<file path="config.mk">
export PLATFORM = sky130hd
export DESIGN_NAME = pong_game_ctrl
export DESIGN_NICKNAME = d
export VERILOG_FILES = /design/src/rtl/pong_pkg.sv /design/src/rtl/pong_ball_step.sv /design/src/rtl/pong_game_ctrl.sv
export SDC_FILE = /design/constraint.sdc
export NUM_CORES = 1
export LEC_CHECK = 0
export BUFFER_PORTS_ARGS = -buffer_cell sky130_fd_sc_hd__buf_4
export CORE_MARGIN = 2
export CORE_UTILIZATION = 41
export CTS_CLUSTER_DIAMETER = 200
export DETAILED_ROUTE_END_ITERATION = 10
export MAX_ROUTING_LAYER = met4
export PLACE_DENSITY = 0.66
export SLEW_MARGIN = 20
export SYNTH_ARGS = -nofsm -noshare
export SYNTH_HDL_FRONTEND = slang
export SYNTH_HIERARCHICAL = 1
export SYNTH_SLANG_ARGS = --single-unit
</file>
<file path="constraint.sdc">
create_clock -name i_clk -period 3.6 [get_ports i_clk]
set_input_delay 0.54 -clock i_clk [delete_from_list [all_inputs] [get_ports i_clk]]
set_output_delay 0.54 -clock i_clk [all_outputs]
set_load 0.01 [all_outputs]
</file>
<file path="src/rtl/pong_pkg.sv">
// pong_pkg: shared types and constants for the Pong game controller.
//   state_t          - game sequencer states (encoding is visible on o_state)
//   SCR_*/BALL_*/PAD_* - display, ball and paddle geometry defaults
//   SERVE_TICKS/WIN_PTS - serve hold length and winning score defaults
//   CENTRE_X/Y       - ball top-left position when centred on screen
package pong_pkg;

    typedef enum logic [2:0] {
        ST_IDLE  = 3'd0,
        ST_SERVE = 3'd1,
        ST_PLAY  = 3'd2,
        ST_POINT = 3'd3,
        ST_OVER  = 3'd4
    } state_t;

    localparam int SCR_W       = 1024;
    localparam int SCR_H       = 768;
    localparam int BALL_SZ     = 16;
    localparam int PAD_W       = 16;
    localparam int PAD_H       = 96;
    localparam int PAD_L_X     = 32;
    localparam int PAD_R_X     = 976;
    localparam int BALL_SPD    = 4;
    localparam int SERVE_TICKS = 60;
    localparam int WIN_PTS     = 9;

    // Direction bit meanings for dx / dy.
    localparam logic DX_RIGHT = 1'b1;
    localparam logic DX_LEFT  = 1'b0;
    localparam logic DY_DOWN  = 1'b1;
    localparam logic DY_UP    = 1'b0;

    // Top-left coordinate that centres an object of 'size' within 'span'.
    function automatic logic [10:0] centre_of(input int span, input int size);
        return 11'((span - size) / 2);
    endfunction

    localparam logic [10:0] CENTRE_X = centre_of(SCR_W, BALL_SZ);
    localparam logic [10:0] CENTRE_Y = centre_of(SCR_H, BALL_SZ);

endpackage

</file>
<file path="src/rtl/pong_ball_step.sv">
// pong_ball_step: combinational one-frame ball advance.
//   x, y, dx, dy       - current ball top-left and direction
//   pad_l_y, pad_r_y   - paddle top y positions
//   nx, ny, ndx, ndy   - next position and direction
//   miss_l, miss_r     - ball left the field past the left / right paddle
// Both axes are evaluated from the current values; arithmetic is 12-bit
// so the edge comparisons cannot wrap.
module pong_ball_step
    import pong_pkg::*;
#(
    parameter int SCREEN_W   = SCR_W,
    parameter int SCREEN_H   = SCR_H,
    parameter int BALL_SIZE  = BALL_SZ,
    parameter int PADDLE_W   = PAD_W,
    parameter int PADDLE_H   = PAD_H,
    parameter int PADDLE_L_X = PAD_L_X,
    parameter int PADDLE_R_X = PAD_R_X,
    parameter int BALL_SPEED = BALL_SPD
) (
    input  logic [10:0] x,
    input  logic [10:0] y,
    input  logic        dx,
    input  logic        dy,
    input  logic [10:0] pad_l_y,
    input  logic [10:0] pad_r_y,
    output logic [10:0] nx,
    output logic [10:0] ny,
    output logic        ndx,
    output logic        ndy,
    output logic        miss_l,
    output logic        miss_r
);

    localparam logic [11:0] W   = 12'(SCREEN_W);
    localparam logic [11:0] H   = 12'(SCREEN_H);
    localparam logic [11:0] SZ  = 12'(BALL_SIZE);
    localparam logic [11:0] PW  = 12'(PADDLE_W);
    localparam logic [11:0] PH  = 12'(PADDLE_H);
    localparam logic [11:0] LX  = 12'(PADDLE_L_X);
    localparam logic [11:0] RX  = 12'(PADDLE_R_X);
    localparam logic [11:0] SPD = 12'(BALL_SPEED);

    logic [11:0] x12, y12, pl12, pr12;
    logic        ovl_l, ovl_r, hit_l, hit_r;

    assign x12  = {1'b0, x};
    assign y12  = {1'b0, y};
    assign pl12 = {1'b0, pad_l_y};
    assign pr12 = {1'b0, pad_r_y};

    always_comb begin
        ovl_l = (y12 + SZ > pl12) && (y12 < pl12 + PH);
        ovl_r = (y12 + SZ > pr12) && (y12 < pr12 + PH);

        ny  = y;
        ndy = dy;
        if (dy == DY_DOWN) begin
            if (y12 + SZ + SPD >= H) begin
                ny  = 11'(H - SZ);
                ndy = DY_UP;
            end else begin
                ny = 11'(y12 + SPD);
            end
        end else begin
            if (y12 <= SPD) begin
                ny  = '0;
                ndy = DY_DOWN;
            end else begin
                ny = 11'(y12 - SPD);
            end
        end

        // Hit windows only span one step in front of each paddle face, so a
        // ball already past the face can only continue to a miss.
        nx     = x;
        ndx    = dx;
        hit_l  = 1'b0;
        hit_r  = 1'b0;
        miss_l = 1'b0;
        miss_r = 1'b0;
        if (dx == DX_RIGHT) begin
            hit_r = (x12 >= RX - SZ - SPD) && (x12 <= RX - SZ) && ovl_r;
            if (hit_r) begin
                nx  = 11'(RX - SZ);
                ndx = DX_LEFT;
            end else if (x12 + SZ + SPD >= W) begin
                nx     = 11'(W - SZ);
                miss_r = 1'b1;
            end else begin
                nx = 11'(x12 + SPD);
            end
        end else begin
            hit_l = (x12 >= LX + PW) && (x12 <= LX + PW + SPD) && ovl_l;
            if (hit_l) begin
                nx  = 11'(LX + PW);
                ndx = DX_RIGHT;
            end else if (x12 <= SPD) begin
                nx     = '0;
                miss_l = 1'b1;
            end else begin
                nx = 11'(x12 - SPD);
            end
        end
    end

endmodule

</file>
<file path="src/rtl/pong_game_ctrl.sv">
// pong_game_ctrl: frame-rate Pong sequencer (serve / play / point / over).
//   i_clk, i_rst          - clock, async active-high reset
//   i_animate             - one-cycle end-of-frame strobe; paces all motion
//   i_start               - start button level (used in IDLE and OVER)
//   i_paddle_l_y/_r_y     - paddle top y, sampled on animate
//   o_ball_x/_y           - ball top-left
//   o_score_l/_r          - scores
//   o_state               - state_t encoding
//   o_point               - high for the single POINT cycle
//   o_winner              - 0 left, 1 right; meaningful in OVER
module pong_game_ctrl
    import pong_pkg::*;
#(
    parameter int SCREEN_W     = SCR_W,
    parameter int SCREEN_H     = SCR_H,
    parameter int BALL_SIZE    = BALL_SZ,
    parameter int PADDLE_W     = PAD_W,
    parameter int PADDLE_H     = PAD_H,
    parameter int PADDLE_L_X   = PAD_L_X,
    parameter int PADDLE_R_X   = PAD_R_X,
    parameter int BALL_SPEED   = BALL_SPD,
    parameter int SERVE_FRAMES = SERVE_TICKS,
    parameter int WIN_SCORE    = WIN_PTS
) (
    input  logic        i_clk,
    input  logic        i_rst,
    input  logic        i_animate,
    input  logic        i_start,
    input  logic [10:0] i_paddle_l_y,
    input  logic [10:0] i_paddle_r_y,
    output logic [10:0] o_ball_x,
    output logic [10:0] o_ball_y,
    output logic [3:0]  o_score_l,
    output logic [3:0]  o_score_r,
    output logic [2:0]  o_state,
    output logic        o_point,
    output logic        o_winner
);

    localparam logic [10:0]    CX         = centre_of(SCREEN_W, BALL_SIZE);
    localparam logic [10:0]    CY         = centre_of(SCREEN_H, BALL_SIZE);
    localparam int             CW         = $clog2(SERVE_FRAMES + 1);
    localparam logic [CW-1:0]  SERVE_LAST = CW'(SERVE_FRAMES - 1);
    localparam logic [3:0]     WIN        = 4'(WIN_SCORE);

    state_t      state;
    logic [CW-1:0] serve_cnt;
    logic        dx, dy;
    logic        scorer;       // who scored the point being resolved: 0 left, 1 right
    logic [3:0]  scorer_pts;
    logic [10:0] nx, ny;
    logic        ndx, ndy, miss_l, miss_r;

    pong_ball_step #(
        .SCREEN_W   (SCREEN_W),
        .SCREEN_H   (SCREEN_H),
        .BALL_SIZE  (BALL_SIZE),
        .PADDLE_W   (PADDLE_W),
        .PADDLE_H   (PADDLE_H),
        .PADDLE_L_X (PADDLE_L_X),
        .PADDLE_R_X (PADDLE_R_X),
        .BALL_SPEED (BALL_SPEED)
    ) u_step (
        .x       (o_ball_x),
        .y       (o_ball_y),
        .dx      (dx),
        .dy      (dy),
        .pad_l_y (i_paddle_l_y),
        .pad_r_y (i_paddle_r_y),
        .nx      (nx),
        .ny      (ny),
        .ndx     (ndx),
        .ndy     (ndy),
        .miss_l  (miss_l),
        .miss_r  (miss_r)
    );

    assign o_state    = state;
    assign scorer_pts = scorer ? o_score_r : o_score_l;

    always_ff @(posedge i_clk or posedge i_rst) begin
        if (i_rst) begin
            state     <= ST_IDLE;
            o_ball_x  <= CX;
            o_ball_y  <= CY;
            dx        <= DX_RIGHT;
            dy        <= DY_DOWN;
            o_score_l <= '0;
            o_score_r <= '0;
            o_point   <= 1'b0;
            o_winner  <= 1'b0;
            scorer    <= 1'b0;
            serve_cnt <= '0;
        end else begin
            o_point <= 1'b0;
            case (state)
                ST_IDLE: begin
                    if (i_start) begin
                        state     <= ST_SERVE;
                        serve_cnt <= '0;
                    end
                end
                ST_SERVE: begin
                    // Launch is checked against the pre-increment count, so
                    // the hold lasts exactly SERVE_FRAMES animates.
                    if (i_animate) begin
                        if (serve_cnt == SERVE_LAST) state <= ST_PLAY;
                        else                         serve_cnt <= serve_cnt + 1'b1;
                    end
                end
                ST_PLAY: begin
                    if (i_animate) begin
                        o_ball_x <= nx;
                        o_ball_y <= ny;
                        dx       <= ndx;
                        dy       <= ndy;
                        // Score and pulse land with the POINT entry so both are
                        // visible during the POINT cycle.
                        if (miss_r) begin
                            state     <= ST_POINT;
                            o_score_l <= o_score_l + 4'd1;
                            o_point   <= 1'b1;
                            scorer    <= 1'b0;
                        end else if (miss_l) begin
                            state     <= ST_POINT;
                            o_score_r <= o_score_r + 4'd1;
                            o_point   <= 1'b1;
                            scorer    <= 1'b1;
                        end
                    end
                end
                ST_POINT: begin
                    if (scorer_pts == WIN) begin
                        state    <= ST_OVER;
                        o_winner <= scorer;
                    end else begin
                        state     <= ST_SERVE;
                        serve_cnt <= '0;
                        o_ball_x  <= CX;
                        o_ball_y  <= CY;
                        // Serve toward whoever conceded: left scorer -> move right.
                        dx        <= ~scorer;
                    end
                end
                ST_OVER: begin
                    if (i_start) begin
                        state     <= ST_SERVE;
                        serve_cnt <= '0;
                        o_score_l <= '0;
                        o_score_r <= '0;
                        o_ball_x  <= CX;
                        o_ball_y  <= CY;
                    end
                end
                default: state <= ST_IDLE;
            endcase
        end
    end

endmodule
</file>
**Word-level counts from Yosys, hierarchy flattened**

Index checks and enable logic that the tools add are counted.

- Add/subtract/negate cells: 13
- Mux-type cells: 59
- Bitwise gates (word level): 1
- Eq/ne operators: 17
- Magnitude comparators: 12
- Reductions and logical operators: 22

Operators by type and width:

| cell | number |
|---|---|
| $mux 11 | 14 |
| $pmux 11 s3 | 2 |
| $mux 4 | 7 |
| $add 11x5->12 const B | 2 |
| $add 11x7->12 const B | 2 |
| $add 12x3->12 const B | 2 |
| $gt 12x11->1 | 2 |
| $lt 11x12->1 | 2 |
| $mux 6 | 4 |
| $add 11x3->11 const B | 2 |
| $le 11x3->1 const B | 2 |
| $sub 11x3->11 const B | 2 |
| $mux 3 | 7 |
| $mux 1 | 20 |
| $ne 2x2->1 const B | 9 |
| $pmux 6 s3 | 1 |
| $pmux 4 s2 | 2 |
| $reduce_and 5->1 | 3 |
| $ge 12x10->1 const B | 1 |
| $ge 12x11->1 const B | 1 |
| $pmux 3 s4 | 1 |
| $ge 11x10->1 const B | 1 |
| $ge 11x6->1 const B | 1 |
| $le 11x10->1 const B | 1 |
| 20 further kinds | 33 |

- Bits in registers: 44
- Word-level logic and storage cells: 135
- Output and inout port bits: 35

**Depth between registers and ports, before layout**

Gate-level depths: netlist (run 1).

- Depth in word-level cells: 10
- Mapped depth: 14
- Depth with buffers taken out: 14

**Cells and area by module**

Netlist (run 1), hierarchy kept.

By module, submodules not included:

| module | cells each | seq. area each (um^2) | times used | area an instance (um^2) |
|---|---|---|---|---|
| pong_ball_step | 338 | 0.0 | 1 | 2337.2 |
| pong_game_ctrl | 186 | 1117.3 | 1 | 2055.7 |

**Worst setup path after synthesis (run 1)**

Ideal clock, no wire load.

- Path kind: register to register
- Start: reg o_ball_y[5]
- End: reg o_score_l[3]
- Slack: -0.113 ns
- Data required time: 3.522 ns
- Buffers on the path: 0
- Setup time: 0.078 ns
- Arrival time: 3.636 ns
- Stages on the path, launching flop included: 15
- Cells stage by stage: dfstp_2 > ha_1 > nand3_1 > nor2_1 > xor2_1 > ha_1 > nand3_1 > nor4_1 > nor4_1 > a41o_1 > nor2_1 > nand3b_1 > a2111o_1 > or3_1 > a21oi_1

- Cells in the longest elaborated chain, start to end: 8
- Elaborated cells on any way between the ends: 9
- Those cells by class: add/sub (1); order compare (2); eq/ne (1); mux (2); reduce/logical (3)

RTL lines:

| item | line | text |
|---|---|---|
| from (decl) | pong_game_ctrl.sv:32 | `output logic [10:0] o_ball_y,` |
| from (signal assigned) | pong_game_ctrl.sv:114 | `o_ball_y <= ny;` |
| $add 11x5->12 | pong_ball_step.sv:53 | `ovl_r = (y12 + SZ > pr12) && (y12 < pr12 + PH);` |
| $gt 12x11->1 | pong_ball_step.sv:53 |  |
| $logic_and 1x1->1 * | pong_ball_step.sv:53 |  |
| $logic_and 1x1->1 * | pong_ball_step.sv:82 | `hit_r = (x12 >= RX - SZ - SPD) && (x12 <= RX - SZ) && ovl_r;` |
| $mux 1 * | pong_ball_step.sv:83 | `if (hit_r) begin` |
| $mux 1 * | pong_ball_step.sv:81 | `if (dx == DX_RIGHT) begin` |
| net miss_r | pong_game_ctrl.sv:52 | `logic ndx, ndy, miss_l, miss_r;` |
| $ne 2x2->1 (no line) * | - |  |
| $reduce_and 4->1 (no line) * | - |  |
| to (signal assigned) | pong_game_ctrl.sv:121 | `o_score_l <= o_score_l + 4'd1;` |
| to (decl) | pong_game_ctrl.sv:33 | `output logic [3:0] o_score_l,` |

The timed path passes the listed nets; every way through them passes the cells marked *.
A chain may end at the register's enable or synchronous reset.

**Worst setup path in the final report (run 1)**

- Start: reg o_ball_y[4]
- End: reg o_score_l[3]

The elaborated chain is that of the path after synthesis.

==> results.txt, run 1 <==
Hold Crit Class -> in2async
WHS -> 0.2222 ns
pre-CTS setup slack -> 0.04227 ns
Fin. Hold Viols -> 0
fmax -> 284.0 MHz
via count -> 4325
pin count of the biggest net entering global routing -> 29
total power -> 0.001164 W
static leakage -> 2.464 nW
Die Wd -> 107.5 um
row count -> 37
EDFF count, synth -> 0
Cell Area, Synth -> 0.004393 mm2
CP arrival -> 3.75 ns
max-slew violations -> 0
final setup fails -> 0
VDD IR max -> 0.0001829 V
Clock Power Share -> 0.338
pwr/cell area -> 220.3 mW/mm2
initial antenna violation count -> 0
global-route wire length before repair -> 19890 um
I/O pins -> 61
layout cells sized above 1 -> 0.2332
drt drc -> 0
status -> finished, final reports clean
Detailed Routing Iterations Pass 1 -> 5
required time of the critical path -> 3.83 ns
minimum clock period after layout -> 3.521 ns
routed wire length on met2 -> 5693 um
Mapped Nets -> 600
P&R area growth vs syn -> 20.31%
Syn Area/Cell -> 8.384 um2
Setup crit end kind -> register
CTS Buf Count -> 5
Initial Util -> 0.4236
multi-input gate area in the final layout -> 0.003072 mm2
htree depth -> 2
Yosys reg bits -> 44
FF+latch area -> 0.001117 mm2
slowest stage delay, CP -> 0.59 ns
Worst-Skew Late Latency -> 0.30 ns
IO buf count -> 60
MaxCap Viol Count -> 0
Switching Share -> 0.2845
CTS tree -> yes
worst-path fanout max -> 6
Post-Route M1 WL -> 5722 um
most frequent cells in the layout -> buf_4 (86), ha_1 (48), inv_1 (43), nor2_1 (32), dfrtp_1 (31)
core region area -> 0.01037 mm2
number of fill cells -> 991
DR iter-0 viols -> 317
final worst slack -> 0.07927 ns
Placer Congestion -> 0.9271
worst setup path class -> reg2reg
n_diodes -> 0
Worst Setup Start Kind -> register
drt via density -> 5.908
Avg WL per Cell -> 16.95 um
unrepaired setup endpoints after global routing -> true
Comb pwr share -> 0.182
Max clock buf depth -> 2
Yosys cell types -> 73
NetSw -> 0.0003312 W
top_reg_cell synth -> dfrtp_1
Yosys warnings -> 6
Final Skew -> 0.005447 ns
WL final -> 12410 um
DP HPWL -> 9396 um
Seq pwr share -> 0.481
Tcrit/Tclk final -> 0.9780
total track usage -> 0.2183
clock root cell -> clkbuf_8
internal power -> 0.0008329 W
commonest non-fill, non-tap cell in the layout -> buf_4
die area -> 0.01156 mm2
GR Overflow Total -> 0
Worst Tran Pin Value -> 1.007 ns
CTS clock-pin slew for the worst setup and hold paths -> 0.09 ns
antenna-violating nets left -> 0
cell count after synthesis -> 524
Sum Neg Setup Slack -> 0 ns
register area share after synthesis -> 0.2543
DIE HEIGHT -> 107.5 um
Relative slew margins -> 0.3243
Slowest cell on crit path -> dfstp_2
# clock sinks -> 44
layout net count -> 671
async set-reset flop share out of synthesis -> 1.000
vias in the first global route -> 4057
top sig layer -> met4
crit path cell chain -> nand4_1 > or3_4 > nand2_2 > ha_1 > a21o_1 > a211oi_2 > o211ai_1 > a41o_1 > nor2_4 > nand3b_1 > a2111o_1 > or3_1 > a21oi_1
routed length on met3 -> 783 um
## layout make-up
| class | instances | area share |
|---|---|---|
| repair buffers | 86 | 0.1222 |
| inverters | 44 | 0.03125 |
| flip-flops and latches | 44 | 0.2114 |
| multi-input cells | 414 | 0.5812 |
| well taps | 136 | 0.03220 |
| clock inverters | 3 | 0.008759 |
| clock buffers | 5 | 0.01302 |
## repair_timing
action,4_1_cts,5_1_grt
buffers inserted,0,2
endpoints found under the setup margin,0,11
hold buffers,0,0
gates resized for setup,0,12
## power by group through the flow
stage / logic, W / registers [W] / clock network (W)
6_report: 0.000212 / 0.000560 / 0.000393
3_3_place_gp: 0.000196 / 0.000566 / 0
4_1_cts: 0.000210 / 0.000560 / 0.000402
2_1_floorplan: 0.000145 / 0.000558 / 0
3_5_place_dp: 0.000209 / 0.000568 / 0
5_1_grt: 0.000242 / 0.000565 / 0.000426
## cells in the mapped netlist (all sizes together), types with 3 or more instances
cell type  instances  share of area
buf                9          0.014
a21o              10          0.017
nor2b              9          0.013
a211oi             5         0.0097
and3               6         0.0085
inv               44          0.038
nand3             18          0.021
nor4bb             4         0.0091
a22o              13          0.026
clkbuf            13          0.011
nand2b             7          0.010
o211ai             4         0.0068
o22ai              3         0.0043
o21a               7          0.012
a31oi             11          0.016
mux2i              3         0.0068
o21ai             24          0.027
nand4b             3         0.0060
ha                50           0.14
mux2               4          0.010
nand2             30          0.026
nor3b              5         0.0085
nor4               3         0.0043
xor2               7          0.014
a21oi             27          0.031
o22a              12          0.024
nand4              5         0.0071
or2                5         0.0071
nor3              20          0.023
a22oi              5         0.0097
or3               14          0.022
and2               5         0.0077
nor2              35          0.030
dfstp             13          0.078
xnor2             17          0.034
nand3b             4         0.0068
dfrtp             31           0.18
## metal layers
metal,global-route usage,vias up
met1,0.2969,2057
met5,-,-
met4,0.05861,0
met3,0.02724,18
li1,-,2093
met2,0.3450,157
## sequential cells by signal, summed over array words and instances (netlist names)
signal / flops
o_state: 3
dy: 1
o_winner: 1
o_ball_y: 11
o_point: 1
o_score_r: 4
o_ball_x: 11
dx: 1
o_score_l: 4
serve_cnt: 6
scorer: 1
## kinds of logic (layout without fill, tap and decap cells)
kind of cell             after synthesis  after routing  synth area share
AO/OA/AOI/OAI                        151            151            0.2475
flip-flops                            44             44            0.2543
AND/OR/NAND/NOR                      182            182            0.2276
XOR/XNOR                              24             24           0.04785
adder cells (fa/ha/maj)               50             50            0.1424
buffers and inverters                 66            138           0.06323
multiplexers                           7              7           0.01709
## final timing paths
path,startpoint,slack [ns],to,cells past startpoint
hold / removal,i_rst,0.22,o_state[1],2
setup / recovery,o_ball_y[4],0.08,o_score_l[3],13
hold reg to reg,serve_cnt[5],0.51,serve_cnt[5],1
min in group i_clk,serve_cnt[5],0.51,serve_cnt[5],1
max in group asynchronous,i_rst,2.62,o_ball_y[8],3
setup reg to reg,o_ball_y[4],0.08,o_score_l[3],13
## critical path: cells and delay by family (launching register included)
kind	cells	cell delay (ns)
adder cells (fa/ha/maj)	1	0.25
flip-flops	1	0.59
AO/OA/AOI/OAI	6	1.39
AND/OR/NAND/NOR	6	1.22
## through the flow
step / instances / area [um2] / util
5_1_grt: 732 / 5285 / 0.5097
2_1_floorplan: 524 / 4403 / -
4_1_cts: 730 / 5213 / 0.5027
3_5_place_dp: 722 / 5097 / 0.4916
3_3_place_gp: 722 / 5097 / 0.4916
6_report: 732 / 5285 / 0.5097
No activity file was read; power rests on OpenSTA's default activity.
==> run 2, diff against run 1 <==
- CORE_ASPECT_RATIO: not set -> 1.75
==> results.txt, run 2 (synthesized netlist as in run 1, its figures left out) <==
drt via density -> 6.057
max-slew violations -> 0
drt drc -> 0
MaxCap Viol Count -> 0
minimum clock period after layout -> 3.432 ns
DP HPWL -> 10720 um
required time of the critical path -> 3.82 ns
Sum Neg Setup Slack -> 0 ns
unrepaired setup endpoints after global routing -> true
Placer Congestion -> 0.9525
VDD IR max -> 0.0002967 V
clock root cell -> clkbuf_16
Detailed Routing Iterations Pass 1 -> 5
Die Wd -> 82.25 um
Worst-Skew Late Latency -> 0.29 ns
Hold Crit Class -> in2async
htree depth -> 2
WHS -> 0.3907 ns
largest registers -> o_ball_x: 11 flops, o_ball_y: 11 flops, serve_cnt: 6 flops
vias in the first global route -> 4344
CTS clock-pin slew for the worst setup and hold paths -> 0.06 ns
Max clock buf depth -> 2
layout net count -> 679
Avg WL per Cell -> 18.90 um
Final Skew -> 0.002880 ns
worst-path fanout max -> 5
static leakage -> 2.525 nW
CTS tree -> yes
CTS Buf Count -> 5
status -> finished, final reports clean
initial antenna violation count -> 0
WL final -> 13880 um
layout cells sized above 1 -> 0.2483
Area after DPL -> 0.005159 mm2
antenna-violating nets left -> 0
fmax -> 291.4 MHz
FF-to-FF Start -> o_ball_y[4]
die area -> 0.01159 mm2
total track usage -> 0.2457
row count -> 50
via count -> 4446
Critical Path End -> o_score_l[3]
final setup fails -> 0
P&R area growth vs syn -> 23.07%
core region area -> 0.01057 mm2
worst setup path class -> reg2reg
CP arrival -> 3.65 ns
Worst Setup Start Kind -> register
# clock sinks -> 44
n_diodes -> 0
Final Cell Area -> 0.005406 mm2
Reg2Reg Depth -> 13
Setup crit end kind -> register
I/O pins -> 61
commonest non-fill, non-tap cell in the layout -> buf_4
Fin. Hold Viols -> 0
crit path from -> o_ball_y[4]
pwr/cell area -> 230.8 mW/mm2
IO buf count -> 60
total power -> 0.001248 W
Relative slew margins -> 0.4687
DR iter-0 viols -> 274
GR Overflow Total -> 0
Initial Util -> 0.4155
pin count of the biggest net entering global routing -> 45
R2R Setup Slk -> 0.17 ns
global-route wire length before repair -> 21310 um
DIE HEIGHT -> 140.9 um
r2r endpoint -> o_score_l[3]
Tcrit/Tclk final -> 0.9534
Worst Tran Pin Value -> 0.7862 ns
most frequent cells in the layout -> buf_4 (94), ha_1 (48), inv_1 (43), nor2_1 (32), dfrtp_1 (31)
-- run 2: changes by cell type in the layout (fill, tap and decap cells not counted), sizes merged --
cell	change
bufinv	-1
inv	-1
clkbuf	+2
buf	+8
-- run 2: layer usage --
| layer | vias to the layer above | wire (um) | track usage |
|---|---|---|---|
| met5 | - | 0 | - |
| met4 | 0 | 734 | 0.1307 |
| met3 | 46 | 619 | 0.03009 |
| met2 | 157 | 7410 | 0.4389 |
| met1 | 2136 | 5111 | 0.2508 |
| li1 | 2107 | - | - |
-- run 2: final cells by class --
type	count	area, um2
clock buffer	7	142.6
clock inverter	1	7.507
fill	1009	5166
inverter	44	165.2
multi-input combinational	414	3105
sequential	44	1117
tap	130	162.7
timing repair buffer	94	705.7
-- run 2: per-stage QoR --
| stage | utilization | setup WS [ns] | std cells |
|---|---|---|---|
| 2_1_floorplan | - | 0.03892 | 524 |
| 3_3_place_gp | 0.4879 | 0.06706 | 724 |
| 3_5_place_dp | 0.4879 | 0.05075 | 724 |
| 4_1_cts | 0.5021 | 0.02294 | 732 |
| 5_1_grt | 0.5114 | -0.01919 | 734 |
| 6_report | 0.5114 | 0.1679 | 734 |
-- run 2: worst min path at each step --
stage / slack (ns) / cells past startpoint / startpoint / endpoint
final: 0.39 / 3 / i_rst / serve_cnt[3]
after global routing: 0.45 / 3 / i_rst / serve_cnt[3]
after CTS: 0.41 / 3 / i_rst / serve_cnt[3]
after detailed placement: 0.48 / 1 / serve_cnt[5] / serve_cnt[5]
after global placement: 0.46 / 1 / serve_cnt[5] / serve_cnt[5]
after floorplan: 0.44 / 1 / serve_cnt[5] / serve_cnt[5]
-- run 2: where the power goes --
group	internal (W)	switching (W)
Sequential	0.000527	0.0000342
Combinational	0.0000976	0.000114
Clock	0.000277	0.000198
-- run 2: critical path: stages, from the launching register on --
cell and delay [ns]:
dfstp_2 0.56, nand4_1 0.18, or3_4 0.46, nand2_4 0.09, ha_1 0.23, a21o_1 0.17
a211oi_2 0.17, o211ai_1 0.11, a41o_1 0.27, nor2_4 0.12, nand3b_1 0.08, a2111o_1 0.45
or3_1 0.34, a21oi_2 0.13
-- run 2: what timing repair did --
action / 4_1_cts / 5_1_grt
hold buffers: 0 / 0
endpoints found under the setup margin: 0 / 8
setup buffers: 0 / 2
resized for setup: 0 / 19
